**src/rtl/ch_test_seq.sv**
```systemverilog
// ch_test_seq -- channel bench transmit/receive test sequencer.
//
// Drives an NRZ stream into the bit-to-PWL driver: idle level, then an
// alternating 1/0 preamble, then a PRBS7 payload (x^7+x^6+1). A
// self-synchronising PRBS7 checker watches the sliced receiver bit. It
// declares lock after LOCK_CNT consecutive matches, then counts bit errors
// over PAYLOAD_LEN compared bits. The block also gates the probe capture
// window, so every run starts, locks, measures and terminates
// deterministically.
//
// Optional feature macro: CH_TEST_SEQ_INJECT_EN
//   defined   : inj_err sampled high in MEASURE inverts the next transmitted
//               bit for one cycle; the LFSR state is left undisturbed.
//   undefined : inj_err is ignored.
//
// Ports
//   clk      in   bit clock, rising edge
//   rst      in   asynchronous active-high reset
//   start    in   begins a run when sampled in IDLE or DONE
//   abort    in   returns any non-IDLE state to IDLE on the next edge
//   rx_bit   in   sliced channel output
//   inj_err  in   error-injection request
//   tx_bit   out  bit to the bit-to-PWL driver
//   cap_en   out  probe capture window (LOCK, MEASURE)
//   busy     out  run in progress (PREAMBLE, LOCK, MEASURE)
//   done     out  run finished (DONE)
//   lock     out  checker locked (from lock declaration until MEASURE ends)
//   fail     out  run ended on lock timeout
//   err_cnt  out  saturating MEASURE error count
//   state    out  current state encoding, for debug
module ch_test_seq #(
    parameter int PREAMBLE_LEN = 32,
    parameter int LOCK_CNT     = 16,
    parameter int LOCK_TIMEOUT = 512,
    parameter int PAYLOAD_LEN  = 1024
) (
    input  logic        clk,
    input  logic        rst,
    input  logic        start,
    input  logic        abort,
    input  logic        rx_bit,
    input  logic        inj_err,
    output logic        tx_bit,
    output logic        cap_en,
    output logic        busy,
    output logic        done,
    output logic        lock,
    output logic        fail,
    output logic [15:0] err_cnt,
    output logic [2:0]  state
);

    typedef enum logic [2:0] {
        ST_IDLE     = 3'd0,
        ST_PREAMBLE = 3'd1,
        ST_LOCK     = 3'd2,
        ST_MEASURE  = 3'd3,
        ST_DONE     = 3'd4
    } state_t;

    localparam logic [6:0]  LFSR_SEED = 7'h7F;
    // One shared cycle counter serves PREAMBLE, LOCK and MEASURE; it is
    // cleared on every state change, so each phase counts from zero.
    localparam logic [15:0] PRE_LAST  = 16'(PREAMBLE_LEN - 1);
    localparam logic [15:0] TO_LAST   = 16'(LOCK_TIMEOUT - 1);
    localparam logic [15:0] PAY_LAST  = 16'(PAYLOAD_LEN - 1);
    localparam logic [7:0]  RUN_LAST  = 8'(LOCK_CNT - 1);

    state_t      state_q, state_d;
    logic        tx_q, cap_q, busy_q, done_q, lock_q, fail_q;
    logic [15:0] err_q;
    logic [6:0]  lfsr_q;
    logic [6:0]  rxsr_q;
    logic [15:0] cnt_q;
    logic [7:0]  run_q;
    logic [2:0]  ld_q;

    logic [6:0]  lfsr_step_d;
    logic        pred_d;
    logic        loaded_d;
    logic        match_d;
    logic        mismatch_d;
    logic        start_run_d;
    logic        inj_flip_d;

    function automatic logic [15:0] sat_inc(input logic [15:0] v);
        return (v == 16'hFFFF) ? v : v + 16'd1;
    endfunction

    assign lfsr_step_d = {lfsr_q[5:0], lfsr_q[6] ^ lfsr_q[5]};

    // The checker predicts the incoming bit from the two bits that fed the
    // transmitter's feedback seven and six bits ago. Predictions are only
    // trusted once seven received bits of the current run fill rxsr.
    assign pred_d      = rxsr_q[6] ^ rxsr_q[5];
    assign loaded_d    = (ld_q == 3'd7);
    assign match_d     = loaded_d && (rx_bit == pred_d);
    assign mismatch_d  = loaded_d && (rx_bit != pred_d);
    assign start_run_d = (state_d == ST_PREAMBLE) && (state_q != ST_PREAMBLE);

`ifdef CH_TEST_SEQ_INJECT_EN
    assign inj_flip_d = (state_q == ST_MEASURE) && inj_err;
`else
    logic unused_inj;
    assign unused_inj = inj_err;
    assign inj_flip_d = 1'b0;
`endif

    // Next-state selection. abort has top priority everywhere except IDLE.
    // In LOCK a lock declaration beats a timeout on the same edge.
    always_comb begin
        state_d = state_q;
        unique case (state_q)
            ST_IDLE: begin
                if (start) state_d = ST_PREAMBLE;
            end
            ST_PREAMBLE: begin
                if (abort)                  state_d = ST_IDLE;
                else if (cnt_q == PRE_LAST) state_d = ST_LOCK;
            end
            ST_LOCK: begin
                if (abort)                             state_d = ST_IDLE;
                else if (match_d && run_q == RUN_LAST) state_d = ST_MEASURE;
                else if (cnt_q == TO_LAST)             state_d = ST_DONE;
            end
            ST_MEASURE: begin
                if (abort)                  state_d = ST_IDLE;
                else if (cnt_q == PAY_LAST) state_d = ST_DONE;
            end
            ST_DONE: begin
                if (abort)      state_d = ST_IDLE;
                else if (start) state_d = ST_PREAMBLE;
            end
            default: state_d = ST_IDLE;
        endcase
    end

    always_ff @(posedge clk or posedge rst) begin
        if (rst) begin
            state_q <= ST_IDLE;
            tx_q    <= 1'b0;
            cap_q   <= 1'b0;
            busy_q  <= 1'b0;
            done_q  <= 1'b0;
            lock_q  <= 1'b0;
            fail_q  <= 1'b0;
            err_q   <= 16'd0;
            lfsr_q  <= LFSR_SEED;
            rxsr_q  <= 7'd0;
            cnt_q   <= 16'd0;
            run_q   <= 8'd0;
            ld_q    <= 3'd0;
        end else begin
            state_q <= state_d;

            // Status outputs are registered from the next state so they line
            // up with the state they describe.
            cap_q  <= (state_d == ST_LOCK) || (state_d == ST_MEASURE);
            busy_q <= (state_d == ST_PREAMBLE) || (state_d == ST_LOCK) ||
                      (state_d == ST_MEASURE);
            done_q <= (state_d == ST_DONE);

            if ((state_d != state_q) || (state_q == ST_IDLE) || (state_q == ST_DONE))
                cnt_q <= 16'd0;
            else
                cnt_q <= cnt_q + 16'd1;

            // tx_q always presents lfsr_q[6] (possibly inverted) in PRBS
            // states; the seed is loaded on the edge that enters LOCK so the
            // first LOCK cycle already carries the first PRBS bit.
            unique case (state_d)
                ST_IDLE: begin
                    tx_q <= 1'b0;
                end
                ST_PREAMBLE: begin
                    tx_q <= (state_q == ST_PREAMBLE) ? ~tx_q : 1'b1;
                end
                ST_LOCK: begin
                    if (state_q == ST_PREAMBLE) begin
                        lfsr_q <= LFSR_SEED;
                        tx_q   <= LFSR_SEED[6];
                    end else begin
                        lfsr_q <= lfsr_step_d;
                        tx_q   <= lfsr_step_d[6];
                    end
                end
                default: begin
                    // MEASURE and DONE: the LFSR keeps running so the channel
                    // tail stays PRBS. Injection flips only the output bit.
                    lfsr_q <= lfsr_step_d;
                    tx_q   <= lfsr_step_d[6] ^ inj_flip_d;
                end
            endcase

            if ((state_q == ST_LOCK) || (state_q == ST_MEASURE)) begin
                rxsr_q <= {rxsr_q[5:0], rx_bit};
                if (!loaded_d) ld_q <= ld_q + 3'd1;
            end else begin
                ld_q <= 3'd0;
            end

            if ((state_q == ST_LOCK) && (state_d == ST_LOCK)) begin
                if (match_d)         run_q <= run_q + 8'd1;
                else if (mismatch_d) run_q <= 8'd0;
            end else begin
                run_q <= 8'd0;
            end

            // abort leaves err_cnt untouched; only a new run clears it.
            if (start_run_d)
                err_q <= 16'd0;
            else if ((state_q == ST_MEASURE) && (state_d != ST_IDLE) && mismatch_d)
                err_q <= sat_inc(err_q);

            if (start_run_d || (state_d == ST_IDLE))
                fail_q <= 1'b0;
            else if ((state_q == ST_LOCK) && (state_d == ST_DONE))
                fail_q <= 1'b1;

            if ((state_q == ST_LOCK) && (state_d == ST_MEASURE))
                lock_q <= 1'b1;
            else if (state_d != ST_MEASURE)
                lock_q <= 1'b0;
        end
    end

    assign tx_bit  = tx_q;
    assign cap_en  = cap_q;
    assign busy    = busy_q;
    assign done    = done_q;
    assign lock    = lock_q;
    assign fail    = fail_q;
    assign err_cnt = err_q;
    assign state   = state_q;

endmodule

```
**config.mk**
```make
export PLATFORM = sky130hd
export DESIGN_NAME = ch_test_seq
export DESIGN_NICKNAME = d
export VERILOG_FILES = /design/src/rtl/ch_test_seq.sv
export SDC_FILE = /design/constraint.sdc
export NUM_CORES = 1
export LEC_CHECK = 0
export BUFFER_PORTS_ARGS = -buffer_cell sky130_fd_sc_hd__buf_4
export CAP_MARGIN = 20
export CELL_PAD_IN_SITES_DETAIL_PLACEMENT = 0
export CELL_PAD_IN_SITES_GLOBAL_PLACEMENT = 1
export CORE_ASPECT_RATIO = 0.6
export CORE_MARGIN = 2
export CORE_UTILIZATION = 52
export CTS_BUF_LIST = sky130_fd_sc_hd__clkbuf_4 sky130_fd_sc_hd__clkbuf_8
export CTS_CLUSTER_DIAMETER = 40
export DETAILED_ROUTE_END_ITERATION = 6
export PLACE_DENSITY_LB_ADDON = 0.3
export SYNTH_ARGS = -nofsm -noshare
export SYNTH_HDL_FRONTEND = slang
export SYNTH_SLANG_ARGS = --single-unit
```
**constraint.sdc**
```tcl
create_clock -name clk -period 8.2 [get_ports clk]
set_clock_uncertainty 0.2 [all_clocks]
set_input_delay 1.64 -clock clk [delete_from_list [all_inputs] [get_ports clk]]
set_output_delay 1.64 -clock clk [all_outputs]
set_load 0.02 [all_outputs]
```
==> results of run 1 <==
flip-flops by register name (all words and copies together), names as in the netlist:
name / flops
cnt_q: 16
err_cnt: 16
run_q: 8
lfsr_q: 7
rxsr_q: 7
ld_q: 3
state: 3
busy: 1
cap_en: 1
done: 1
fail: 1
lock: 1
tx_bit: 1
routing by layer:
metal	global-route usage, %	share of wire, %	vias up
met5	0	0	-
met3	6.11	3.7	2
met4	6.33	0.39	0
met2	33.1	45	42
li1	-	-	1230
met1	31.2	51	1215
power by group through the flow:
stage          registers [mW]  logic [mW]  clock network (mW)
2_1_floorplan           0.344      0.0222                   0
3_3_place_gp            0.342      0.0385                   0
3_5_place_dp            0.342      0.0391                   0
4_1_cts                 0.336      0.0393               0.347
5_1_grt                 0.337      0.0432               0.362
6_report                0.336      0.0388               0.340
Yosys cell counts, types with 2 or more instances:
| cell type | number | share of area, % |
|---|---|---|
| dfrtp_1 | 59 | 45 |
| nor2_1 | 39 | 4.4 |
| nand2_1 | 29 | 3.3 |
| nand3_1 | 18 | 2.7 |
| o21ai_0 | 15 | 2.3 |
| a21oi_1 | 14 | 2.1 |
| xor2_1 | 14 | 3.7 |
| or3_1 | 11 | 2.1 |
| and3_1 | 8 | 1.5 |
| mux2_2 | 8 | 2.7 |
| o21ai_1 | 8 | 1.2 |
| dfstp_2 | 7 | 5.6 |
| inv_1 | 7 | 0.79 |
| nand4_1 | 7 | 1.3 |
| and4_1 | 6 | 1.6 |
| clkbuf_1 | 6 | 0.68 |
| ha_1 | 5 | 1.9 |
| nor3_1 | 5 | 0.76 |
| a21oi_2 | 4 | 1.1 |
| and2_1 | 4 | 0.76 |
| nor2b_1 | 4 | 0.76 |
| o211ai_1 | 4 | 0.91 |
| o21ai_2 | 4 | 1.1 |
| xnor2_1 | 4 | 1.1 |
| nand2b_1 | 3 | 0.57 |
| a31oi_1 | 2 | 0.38 |
| buf_1 | 2 | 0.23 |
| mux2i_1 | 2 | 0.61 |
| nand3b_1 | 2 | 0.45 |
| nor3b_1 | 2 | 0.45 |
| nor4_1 | 2 | 0.38 |
| o21a_1 | 2 | 0.45 |
worst max-delay path by stage:
stage	from	to	slack (ns)	depth (start not counted)
floorplan	rx_bit	err_cnt[14]	4.67	9
global placement	rx_bit	err_cnt[2]	3.84	8
detailed placement	rx_bit	err_cnt[2]	3.82	8
CTS	rx_bit	err_cnt[6]	4.15	8
global route	rx_bit	lfsr_q[5]	4.27	8
finish	rx_bit	lfsr_q[5]	4.60	8
layout make-up:
cell class	count	area [µm²]
timing repair buffer	32	248
tap	84	105
fill	525	2300
inverter	8	30.0
multi-input combinational	243	1550
sequential	66	1660
clock inverter	6	113
clock buffer	10	138
cell usage in the layout, fill, tap and decap left out, types with 10 or more instances in the layout:
master     n
o21ai_0   15
or3_1     11
nand3_1   18
dfrtp_1   59
a21oi_1   14
buf_4     31
nor2_1    39
clkbuf_8  10
nand2_1   29
xor2_1    14
critical path: cells and delay by family:
kind	cells	cell delay, ns
buf+inv	1	0.11
compound gates	3	0.71
simple gates	3	0.93
xor+xnor	1	0.27
kinds of logic after synthesis:
family          Yosys count  share of synthesized area (%)
mux                      10                           3.33
compound gates           63                           13.1
fa+ha+maj                 5                           1.89
xor+xnor                 19                           5.45
flops                    66                           50.2
simple gates            146                           23.0
buf+inv                  19                           2.99
==> flow_summary.yaml, run 1 <==
floorplanning:
  die-area_um2: 7040
  core_area_um2: 6140
  dieWidth_um: 107
  pin_count: 31
  initial_core_util_pct: 53.9
  die_h_um: 65.8
  num_rows: 22
global_routing:
  grtUsageTotal_pct: 21.9
  grt_max_degree: 67
  antenna_found_initial: 0
  grt_pass1_vias: 2370
  grt_pass1_wl_mm: 11.7
  grt_overflow: 0
cts:
  clk_pin_slew_ns: 0.08
  cts_resized: 0
  clock-root-buffer: "clkbuf_8"
  cts_hold_buf: 0
  clock-sinks: 66
  clk-insertion-delay-late_ns: 0.34
  cts_tree: "built"
  clockBufferDepth: 2
  htreeDepth: 3
  numCtsBuffers: 9
  post-cts-setup-buffer-count: 0
finish:
  final_util_pct: 62.6
  syn2layout_area_growth_pct: 16.1
  final_cell_area_um2: 3840
  antenna_cells: 0
  nets: 371
  drive_gt1_share_pct: 21.6
  stdcell_count: 449
power:
  p_switching_uw: 159
  p_sw_share_pct: 22.3
  combPwrFrac_pct: 5.4
  max-vdd-ir-drop_mv: 0.126
  p_clk_share_pct: 47.5
  power_leakage_nw: 1.70
  p_per_area_nw_per_um2: 186
  p_total_uw: 715
  seqPwrFrac_pct: 47.0
  power.internal_uw: 555
critical_path:
  cp_slowest_cell: "nor2_1"
  r2r_end: "err_cnt[6]"
  arrival_ns: 3.66
  start_kind: "primary input"
  cp_max_fo: 15
  critical_path.max_stage_delay_ns: 0.64
  end_kind: "flip-flop"
  cp_common_cell: "o21ai_0"
  ff2ff_setup_slack_ns: 5.19
  critical_path_class: "primary input to flip-flop"
  required_ns: 8.26
  rr_startpoint: "cnt_q[0]"
  path_cells: "buf_4 > xnor3_1 > nand4_1 > a32oi_1 > o21ai_0 > nor2_1 > nand2_1 > o21ai_0"
  worst_r2r_path_depth: 10
route:
  drt_iter0_drc: 145
  wire_per_inst_um: 15.6
  firstDrtPassIters: 5
  drc: 0
  num_vias: 2489
  drt_wl_total_mm: 6.99
  antenna_left: 0
  drt-vias-per-instance: 5.54
place:
  place_congestion: 0.803
  hpwlAfterDp_mm: 4.73
  port_buffers: 29
  dp_worst_setup_slack_ns: 3.82
  placed_cells: 432
  postPlaceCellArea_um2: 3580
synthesis:
  avgSynthCellArea_um2: 10.1
  synth_area_um2: 3310
  synth_fp_nets: 339
  netlist_instances: 328
  synth-seq-cells: 66
  synth_edf_count: 0
  yosysWarnings: 0
  synth.distinct_cells: 53
  synth_ff_type: "dfrtp_1"
  seq_area_frac_synth_pct: 50.2
  async_reset_ff_share_pct: 100
sta:
  tns_ns: 0
  final.period_utilization_pct: 44.0
  setup_violations: 0
  slew_headroom_pct: 44.9
  max_freq_mhz: 277
  min_period_ns: 3.60
  finalHoldViolCount: 0
  fin_hold_ws_ns: 0.283
  rsz0062_at_grt: "false"
  setup_slack_ns: 4.60
  final-max-slew-violation-count: 0
  tightest_slew_ns: 0.827
min_path:
  min_path_type: "flip-flop to flip-flop"
  worstHoldPathCells: 2
  hp-start: "lfsr_q[3]"
  min_to: "lfsr_q[3]"
run:
  drv_cap: 0
outcome:
  status: "completed"
No activity file was read; power rests on OpenSTA's default activity.
==> run 2, diff against run 1 <==
ABC_AREA = 1   (was not set)
CORE_UTILIZATION = 46   (was 52)
clock period = 3.5 ns   (was 8.2 ns; I/O delays follow)
==> run 2 against run 1 <==
Against the previous run: flip-flop and latch count is the same; clock-buffer cell count stayed put; cell count grew 36%; final area is 9.4% higher; clock power up 110%; sequential power rose to 2.6 times the previous value; die area up 23%; global-route usage shrank 1.2 points; combinational power rose to 7.4 times the previous value; area after synthesis is 10% higher; wire length is 18% higher; sequential share of layout area fell by 3.7 points; largest power group is now sequential cells.
==> flow_summary.yaml, run 2 <==
cts:
  clock-sinks: 66
  numCtsBuffers: 9
  cts_tree: "built"
  cts_resized: 0
  clock-root-buffer: "clkbuf_8"
  clk_pin_slew_ns: 0.07
  clockBufferDepth: 2
  post-cts-setup-buffer-count: 0
  cts_hold_buf: 0
  clk-insertion-delay-late_ns: 0.35
  htreeDepth: 3
critical_path:
  ff2ff_setup_slack_ns: 0.96
  cp_max_fo: 32
  cp_slowest_cell: "dfrtp_1"
  start_kind: "flip-flop"
  worst_r2r_path_depth: 8
  arrival_ns: 2.60
  required_ns: 3.56
  path_delay_family: "buffers and inverters"
  cp_common_cell: "ha_1"
  critical_path_class: "flip-flop to flip-flop"
  rr_startpoint: "ld_q[0]"
  end_kind: "flip-flop"
  critical_path.max_stage_delay_ns: 0.37
  path_cells: "ha_1 > ha_1 > clkinv_1 > nor3_1 > a21o_1 > buf_4 > nand3_1 > o21ai_0"
  crit_buf_inv: 2
  r2r_end: "err_cnt[15]"
route:
  drt-vias-per-instance: 5.00
  num_vias: 3058
  drt_iter0_drc: 292
  antenna_left: 0
  drt_wl_total_mm: 8.22
  drc: 0
  wire_per_inst_um: 13.4
  firstDrtPassIters: 4
sta:
  setup_slack_ns: 0.955
  min_period_ns: 2.54
  setup_violations: 0
  slew_headroom_pct: 48.3
  tns_ns: 0
  tightest_slew_ns: 0.776
  finalHoldViolCount: 0
  rsz0062_at_grt: "false"
  final.period_utilization_pct: 72.7
  max_freq_mhz: 393
  final-max-slew-violation-count: 0
synthesis:
  seq_area_frac_synth_pct: 45.5
  yosys.area_share.xor_xnor_pct: 3.84
  synthSimpleGateAreaFrac_pct: 34.1
  synth_area_um2: 3650
  synth_fp_nets: 474
  muxShareOfSynthArea_pct: 0
  synth_fa_ha_area_share_pct: 1.71
  synth-seq-cells: 66
  synth.distinct_cells: 34
  yosysWarnings: 0
  synth_top_cell_by_area: "dfrtp_1"
  avgSynthCellArea_um2: 7.89
  synth_most_common_cell: "nand2_1"
  synth_compound_area_share_pct: 6.92
  synth_top_family_by_area: "simple AND/OR/NAND/NOR gates"
  synth_edf_count: 0
  netlist_instances: 463
  synthTopCellsByArea: "dfrtp_1 (40%), nand2_1 (11%), inv_1 (6.0%)"
  async_reset_ff_share_pct: 100
  synth_ff_type: "dfrtp_1"
  yosysTopAreaCellShare_pct: 40.4
  synth_common_cells: "nand2_1 (106), dfrtp_1 (59), inv_1 (58)"
finish:
  nets: 510
  final_cell_mix: "nand2_1 (106), dfrtp_1 (59), inv_1 (57)"
  fillers: 748
  antenna_cells: 0
  final_common_cell: "nand2_1"
  syn2layout_area_growth_pct: 15.1
  final_util_pct: 54.0
  drive_gt1_share_pct: 18.3
floorplanning:
  die-area_um2: 8690
  num_rows: 25
  pin_count: 31
  die_h_um: 73.0
  core_area_um2: 7790
  initial_core_util_pct: 46.9
  dieWidth_um: 119
global_routing:
  met2_usage_pct: 27.6
  grt_max_degree: 38
  grt_pass1_wl_mm: 13.9
  grt_pass1_vias: 2824
  grtUsageTotal_pct: 20.8
  grt_overflow: 0
  globalRoute.busiestLayer: "met1"
  antenna_found_initial: 0
  use_met3_pct: 5.70
  gr-usage-met1_pct: 32.3
power:
  p_per_area_nw_per_um2: 442
  power_leakage_nw: 1.98
  p_total_mw: 1.86
  max-vdd-ir-drop_mv: 0.256
place:
  dp_worst_setup_slack_ns: 0.953
  place_congestion: 0.860
  hpwlAfterDp_mm: 6.02
  port_buffers: 29
min_path:
  min_path_type: "primary input to asynchronous set/reset pin"
outcome:
  status: "completed"
run:
  drv_cap: 0
==> run 2: layer usage <==
layer	vias up	share of wire [%]
met5	-	0
met4	0	1.1
met3	9	4.2
met2	54	39
met1	1417	56
li1	1578	-
==> run 2: cell type report <==
class                      instances  area, µm²  area share, %
clock buffer                      10        138           3.27
clock inverter                     6       80.1           1.91
inverter                          64        240           5.72
multi-input combinational        325       1700           40.5
sequential                        66       1660           39.5
tap                              108        135           3.22
timing repair buffer              33        248           5.89
==> run 2: metrics by stage <==
stage,std cells,cell area (µm²),hold slack [ns]
global route,612,4200,0.317
floorplan,463,3650,0.239
global placement,596,3990,0.262
CTS,612,4200,0.289
finish,612,4200,0.287
detailed placement,596,3990,0.278
==> run 2: logic make-up (layout without fill, tap and decap cells) <==
group,after synthesis,after routing
and+or+nand+nor,255,255
buffers and inverters,72,113
DFF,66,66
AOI/OAI and AO/OA,49,49
xor gates and xnor gates,16,16
adders and majority gates,5,5
==> run 2: worst max-delay path by stage <==
stage	from	to	depth (start not counted)
3_3_place_gp	ld_q[0]	err_cnt[13]	8
6_report	ld_q[0]	err_cnt[15]	8
3_5_place_dp	ld_q[0]	err_cnt[15]	8
2_1_floorplan	rst	busy	1
5_1_grt	ld_q[0]	err_cnt[9]	8
4_1_cts	ld_q[0]	err_cnt[15]	8
==> run 2: where the power goes <==
part,switching [mW],total [mW],internal [mW]
Clock,0.295,0.710,0.415
Sequential,0.0432,0.858,0.815
Combinational,0.188,0.288,0.100
Total,0.526,1.86,1.33
